<file path="src/rtl/io_panel_driver.sv">
// Switch debouncer and 8-digit multiplexed hex display for a CPU I/O panel.
// Optional build macro LEADING_ZERO_BLANK_EN blanks zero-valued high-nibble digits.
module io_panel_driver #(
    parameter int unsigned DEBOUNCE_CYCLES = 16,
    parameter int unsigned SCAN_CYCLES     = 4
) (
    input  logic        clock,
    input  logic        resetn,
    input  logic [17:0] sw,
    output logic [5:0]  in_port0,
    output logic [5:0]  in_port1,
    output logic [5:0]  in_port2,
    input  logic [31:0] out_port0,
    input  logic [31:0] out_port1,
    input  logic [31:0] out_port2,
    input  logic [31:0] out_port3,
    output logic [6:0]  seg,
    output logic [7:0]  an
);

    localparam logic [15:0] DebLast  = 16'(DEBOUNCE_CYCLES - 1);
    localparam logic [15:0] ScanLast = 16'(SCAN_CYCLES - 1);

    // ---------------------------------------------------------------- debounce
    logic [5:0] sw_grp [3];
    logic [5:0] deb    [3];

    assign sw_grp[0] = sw[5:0];
    assign sw_grp[1] = sw[11:6];
    assign sw_grp[2] = sw[17:12];

    for (genvar g = 0; g < 3; g++) begin : g_deb
        logic [5:0]  sync1_q;
        logic [5:0]  sync2_q;
        logic [5:0]  deb_q;
        logic [15:0] cnt_q;

        always_ff @(posedge clock or negedge resetn) begin
            if (!resetn) begin
                sync1_q <= '0;
                sync2_q <= '0;
                deb_q   <= '0;
                cnt_q   <= '0;
            end else begin
                sync1_q <= sw_grp[g];
                sync2_q <= sync1_q;
                if (sync2_q == deb_q) begin
                    cnt_q <= '0;
                end else if (cnt_q == DebLast) begin
                    deb_q <= sync2_q;
                    cnt_q <= '0;
                end else begin
                    cnt_q <= cnt_q + 16'd1;
                end
            end
        end

        assign deb[g] = deb_q;
    end

    assign in_port0 = deb[0];
    assign in_port1 = deb[1];
    assign in_port2 = deb[2];

    // ----------------------------------------------------------------- display
    logic [15:0] pre_q;
    logic [2:0]  dig_q;
    logic [7:0]  shadow_q [4];
    logic        pre_wrap;
    logic [7:0]  cur_byte;
    logic [3:0]  nib;
    logic [6:0]  seg_d;
    logic [7:0]  an_d;
    logic [6:0]  seg_q;
    logic [7:0]  an_q;
    logic        unused_hi;

    // Only the low byte of each CPU port is displayed.
    assign unused_hi = ^{out_port0[31:8], out_port1[31:8], out_port2[31:8], out_port3[31:8]};

    assign pre_wrap = (pre_q == ScanLast);

    // Shadow bytes reload only at the frame boundary so one frame never mixes values.
    always_ff @(posedge clock or negedge resetn) begin
        if (!resetn) begin
            pre_q <= '0;
            dig_q <= '0;
            for (int i = 0; i < 4; i++) begin
                shadow_q[i] <= '0;
            end
        end else begin
            pre_q <= pre_wrap ? 16'd0 : pre_q + 16'd1;
            if (pre_wrap) begin
                dig_q <= dig_q + 3'd1;
            end
            if (pre_wrap && (dig_q == 3'd7)) begin
                shadow_q[0] <= out_port0[7:0];
                shadow_q[1] <= out_port1[7:0];
                shadow_q[2] <= out_port2[7:0];
                shadow_q[3] <= out_port3[7:0];
            end
        end
    end

    function automatic logic [6:0] hex_seg(input logic [3:0] v);
        logic [6:0] s;
        unique case (v)
            4'h0: s = 7'b1000000;
            4'h1: s = 7'b1111001;
            4'h2: s = 7'b0100100;
            4'h3: s = 7'b0110000;
            4'h4: s = 7'b0011001;
            4'h5: s = 7'b0010010;
            4'h6: s = 7'b0000010;
            4'h7: s = 7'b1111000;
            4'h8: s = 7'b0000000;
            4'h9: s = 7'b0010000;
            4'hA: s = 7'b0001000;
            4'hB: s = 7'b0000011;
            4'hC: s = 7'b1000110;
            4'hD: s = 7'b0100001;
            4'hE: s = 7'b0000110;
            4'hF: s = 7'b0001110;
        endcase
        return s;
    endfunction

    always_comb begin
        cur_byte = shadow_q[dig_q[2:1]];
        nib      = dig_q[0] ? cur_byte[7:4] : cur_byte[3:0];
        seg_d    = hex_seg(nib);
`ifdef LEADING_ZERO_BLANK_EN
        if (dig_q[0] && (nib == 4'h0)) begin
            seg_d = 7'h7F;
        end
`endif
        an_d = (pre_q == 16'd0) ? 8'hFF : ~(8'b1 << dig_q);
    end

    always_ff @(posedge clock or negedge resetn) begin
        if (!resetn) begin
            seg_q <= 7'h7F;
            an_q  <= 8'hFF;
        end else begin
            seg_q <= seg_d;
            an_q  <= an_d;
        end
    end

    assign seg = seg_q;
    assign an  = an_q;

endmodule

</file>
<file path="config.mk">
export PLATFORM = sky130hd
export DESIGN_NAME = io_panel_driver
export DESIGN_NICKNAME = d
export VERILOG_FILES = /design/src/rtl/io_panel_driver.sv
export SDC_FILE = /design/constraint.sdc
export NUM_CORES = 1
export LEC_CHECK = 0
export BUFFER_PORTS_ARGS = -buffer_cell sky130_fd_sc_hd__buf_2
export CORE_MARGIN = 2
export CORE_UTILIZATION = 25
export CTS_BUF_LIST = sky130_fd_sc_hd__clkbuf_4 sky130_fd_sc_hd__clkbuf_8
export DETAILED_ROUTE_END_ITERATION = 6
export MAX_ROUTING_LAYER = met4
export SYNTH_ARGS = -nofsm -noshare
export SYNTH_HDL_FRONTEND = slang
export SYNTH_SLANG_ARGS = --single-unit
</file>
<file path="constraint.sdc">
create_clock -name clock -period 6.7 [get_ports clock]
set_clock_uncertainty 0.05 [all_clocks]
set_input_delay 1.005 -clock clock [delete_from_list [all_inputs] [get_ports clock]]
set_output_delay 1.005 -clock clock [all_outputs]
set_load 0.02 [all_outputs]
</file>
; After elaboration in Yosys (flattened, before gate mapping)
; Memories as Yosys holds them, arrays and structs flattened. A register that Yosys moved wholly into a read port is not among the register bits.
; Index checks and enable logic that the tools add are counted.
[word_totals]
elab_cells = 58
rom_bits = 112
ff_bits = 161
n_memories = 1
[op_classes]
n_shift = 1
n_eq_ne = 8
order_cmp = 1
add_sub_neg = 5
bitwise = 5
muxes = 12
n_reduce_logical = 6
[memory_table]
columns = memory, depth, word_bits, read_ports, rd_clocked_by_memory_dff, write_ports, line
row1 = (name not given), 16, 7, 1, 1, 0, 107  ; unique case (v)
[ops]
columns = cell, count
row1 = $mux W16, 7
row2 = $add A16 B1 Y16 const B, 4
row3 = $eq A16 B4 Y1 const B, 3
row4 = $mux W8, 3
row5 = $eq A6 B6 Y1, 3
row6 = $bmux W8 S2, 1
row7 = $eq A16 B2 Y1 const B, 1
row8 = $logic_not A16 Y1, 1
row9 = $not A8 Y8, 1
row10 = $shl A1 B3 Y8 const A, 1
row11 = $reduce_and A2 Y1, 3
row12 = $mux W4, 1
row13 = $add A3 B1 Y3 const B, 1
row14 = $eq A3 B3 Y1 const B, 1
row15 = $ge A3 B3 Y1 const B, 1
row16 = $not A1 Y1, 3
row17 = $not A2 Y3, 1
row18 = $logic_and A1 B1 Y1, 1
row19 = $logic_not A1 Y1, 1

; Longest topological paths before layout
[depth]
word_depth = 5
ltp_mapped = 8
depth_no_buf = 7

; Worst setup path after synthesis
; OpenSTA, ideal clock, no wires.
[synth_path]
kind = reg2reg
start = reg dig_q[1]
end = reg seg_q[4], in the netlist seg[4]
setup_ps = 79
n_path_buf = 1
path_slack_ps = 4466
path_stages_with_launch = 8
t_required_ps = 6571
arrival_time_ps = 2106
cell_sequence = dfrtp_1 buf_6 mux4_1 mux2i_1 inv_1 ha_1 mux2_2 o21ai_0
[synth_via]
elab_chain_cells = 5
[synth_rtl]
columns = item, line
row1 = from (decl), 67  ; logic [2:0] dig_q;
row2 = from (signal assigned), 94  ; dig_q <= dig_q + 3'd1;
row3 = $not A2 Y3 (not written as such), 129  ; cur_byte = shadow_q[dig_q[2:1]];
row4 = $bmux W8 S2, 129
row5 = $mux W8 (not written as such) (2 in series), 129
row6 = $mux W4, 130  ; nib = dig_q[0] ? cur_byte[7:4] : cur_byte[3:0];
row7 = to (decl), 74  ; logic [6:0] seg_q;
; Every way passes these cells. The select of a mux whose other input is x is not followed.
; A chain may end at the register's enable or synchronous reset.

; Worst setup path in the final report
; Ends and elaborated chain as after synthesis.

==> reports/results.ini <==
[outcome]
status = finished clean

[global_route]
grt_pass1_vias = 4598
grt_first_pass_wirelength_mm = 23.7
grt_max_degree = 92
track_usage = 0.100
grt_antenna_before_repair = 0
grt-ovfl-total = 0

[detailed_routing]
routed_wirelength_mm = 13.7
drc = 0
num_vias = 4450
final_antenna_net_count = 0
via_per_inst = 4.25
drt_iter0_drc = 250
wl_per_cell_um = 13.1
drtPass1Iterations = 4

[cells_and_area]
area_growth_syn_to_layout_pct = 17.3
final_nets = 820
final_util = 0.300
drive_above_1_share = 0.297
diodes = 0

[pwr]
ir_drop_uv = 101
power_switching_uw = 794
netSwitchingFraction = 0.319
p_leak_uw = 0.00367
seqPwrFrac = 0.520
power.share.combinational = 0.197
p_int_uw = 1690
power.density_nw_per_um2 = 296
clockPowerShare = 0.283

[logic_synthesis]
yosysWarnings = 0
syn_inst = 561
synth_top_cells_by_area = dfrtp_1 53%, mux2_2 8.3%, xnor2_1 6.0%, dfstp_2 5.5%, ha_1 2.8%
synth_top_area_cell = dfrtp_1
syn_avg_cell_area_sq_um = 12.8
syn_nets = 725
ys_types = 39
synth-seq-area-share = 0.589
ys_ff_latch = 168
yosysTopAreaCellShare = 0.534
synth_area_sq_um = 7170

[worst_setup_path]
timing_worst_setup_path_type = flop to flop
arrival_ns = 3.12
cp_cell_sequence = mux4_1 -> mux2i_1 -> inv_1 -> ha_1 -> mux2_2 -> o21ai_0
setup.worst_path.start = dig_q[1]
slowest_delay_ns = 0.75
reg2regPathDepth = 6
setup.worst_path.end_class = flop
critPathLaunchType = flop
slowest_stage = dfrtp_1
r2r_end = seg[4]
rr_startpoint = dig_q[1]
cp_max_fo = 12
reg2reg_slack_ns = 3.89
required_ns = 7.00

[die]
core_sq_um = 28000
die_x_um = 173
rows = 61
dieArea_sq_um = 30000
start_util = 0.256
die_h_um = 173
io_pins = 181

[flow_run]
drv_cap = 0

[placed_design]
numPortBuffers = 84
dp_hpwl_mm = 9.39
place_congestion = 0.738

[worst_hold_path]
worstHoldEndpoint = g_deb[0].sync2_q[3]
hold_class = flop to flop
hold_depth = 0
min_from = g_deb[0].sync1_q[3]

[clocking]
cts_buffer_depth = 2
postCtsHoldBufs = 0
insertion_delay_ns = 0.44
cts_setup_buffers = 0
cts_sinks = 168
htreeDepth = 4
tritoncts = built
ctsResizeCount = 0
cts-root-buf = clkbuf_8
clk_pin_slew_ns = 0.09
cts_buffers = 17

[sta]
relSlewSlack = 0.357
setup-tns-final_ns = 0
fmax_ghz = 0.355
rsz0062_at_grt = false
finalMaxSlewViolations = 0
min_period_over_period = 0.420
setup_viol = 0
worstMarginPinSlew_ns = 0.965
finalHoldViolations = 0
period_minus_slack_ns = 2.81

[worst max-delay path, delay by kind of cell, from the launching register on]
family	cells	cell delay, ns
AOI/OAI and AO/OA	1	0.18
adders and majority gates	1	0.25
DFF	1	0.75
buffers and inverters	1	0.13
muxes	3	1.35
[layout by cell type, fill, tap and decap left out, types with 2 or more instances in the layout]
master	netlist	final
clkinv_4	0	2
ha_1	16	16
and2_1	2	2
o21ai_0	4	4
xnor2_1	49	49
and3_1	11	11
clkinvlp_4	0	4
nor3_1	9	9
o31ai_1	6	6
buf_4	1	5
clkinv_2	0	2
dfstp_2	15	15
mux4_2	4	4
xor2_1	20	20
mux4_1	4	4
inv_1	18	18
nand3_1	24	24
buf_2	5	83
inv_6	0	2
or3_1	4	4
a21oi_1	8	8
nor2_1	51	51
or4_1	2	2
nand2_1	28	28
clkbuf_4	0	2
nand4_1	23	23
mux2i_1	9	9
clkbuf_8	1	18
mux2i_4	2	2
nor4_1	18	18
mux2_2	53	53
dfrtp_1	153	153
and4_1	6	6
[cell usage after synthesis (all sizes together)]
cell type and number:
or4 2, ha 16, mux2 54, clkbuf 6, and3 11, nand4 23
and2 2, xnor2 49, a31o 1, nor4 18, a21oi 8, xor2 20
nand2b 1, or3 4, nand3 24, o31ai 6, and4 6, mux4 8
mux2i 11, o2bb2ai 1, dfstp 15, nor3 9, nor3b 1, a22o 1
inv 19, buf 7, nor2 51, nand2 28, dfrtp 153, a211o 1
o21ai 5
[flip-flops by register name, summed over array words and instances (netlist names)]
signal	count
in_port1	6
in_port0	6
an	8
in_port2	6
g_deb.sync2_q	18
pre_q	16
seg	7
dig_q	3
shadow_q	32
g_deb.sync1_q	18
g_deb.cnt_q	48
[per-layer routing]
layer,vias to the layer above,share of wire,track usage
li1,2159,-,-
met1,2203,0.49,0.130
met2,80,0.45,0.150
met3,8,0.049,0.0344
met4,0,0.011,0.0254
met5,-,0,-
[cell type report]
cell class,instances,area (sq um)
inverters,19,71.3
clock buffers,20,263
clock inverters,12,116
multi-input cells,361,2800
flip-flops and latches,168,4220
fillers,2907,19600
well taps,378,473
repair buffers,89,464
[worst max path at each step]
stage	end	depth (start not counted)	slack [ns]
global placement	seg[4]	6	3.83
global route	seg[4]	6	3.62
detailed placement	seg[4]	6	3.79
CTS	seg[4]	6	3.78
floorplan	seg[4]	7	4.47
finish	seg[4]	6	3.89
[cell families after synthesis]
logic type	count (synthesis)	synth area share
compound gates	23	0.0204
buf+inv	32	0.0206
flops	168	0.589
fa+ha+maj	16	0.0279
mux	73	0.131
xor+xnor	69	0.0843
simple gates	180	0.126
[power groups by stage]
stage	Clock (uW)	Combinational, uW	Sequential (uW)
3_5_place_dp	0	499	1320
6_report	704	490	1290
3_3_place_gp	0	492	1310
5_1_grt	791	549	1320
4_1_cts	744	503	1300
2_1_floorplan	0	289	1340
[per-stage QoR]
| step | cells | worst slack [ns] | power (uW) | hold WS (ns) | cell area, sq um |
|---|---|---|---|---|---|
| 2_1_floorplan | 561 | 4.47 | 1630 | 0.281 | 7170 |
| 3_3_place_gp | 1015 | 3.83 | 1800 | 0.283 | 8030 |
| 3_5_place_dp | 1015 | 3.79 | 1810 | 0.285 | 8030 |
| 4_1_cts | 1047 | 3.78 | 2540 | 0.305 | 8410 |
| 5_1_grt | 1047 | 3.62 | 2660 | 0.310 | 8410 |
| 6_report | 1047 | 3.89 | 2490 | 0.303 | 8410 |
(Power assumes the default switching activity.)
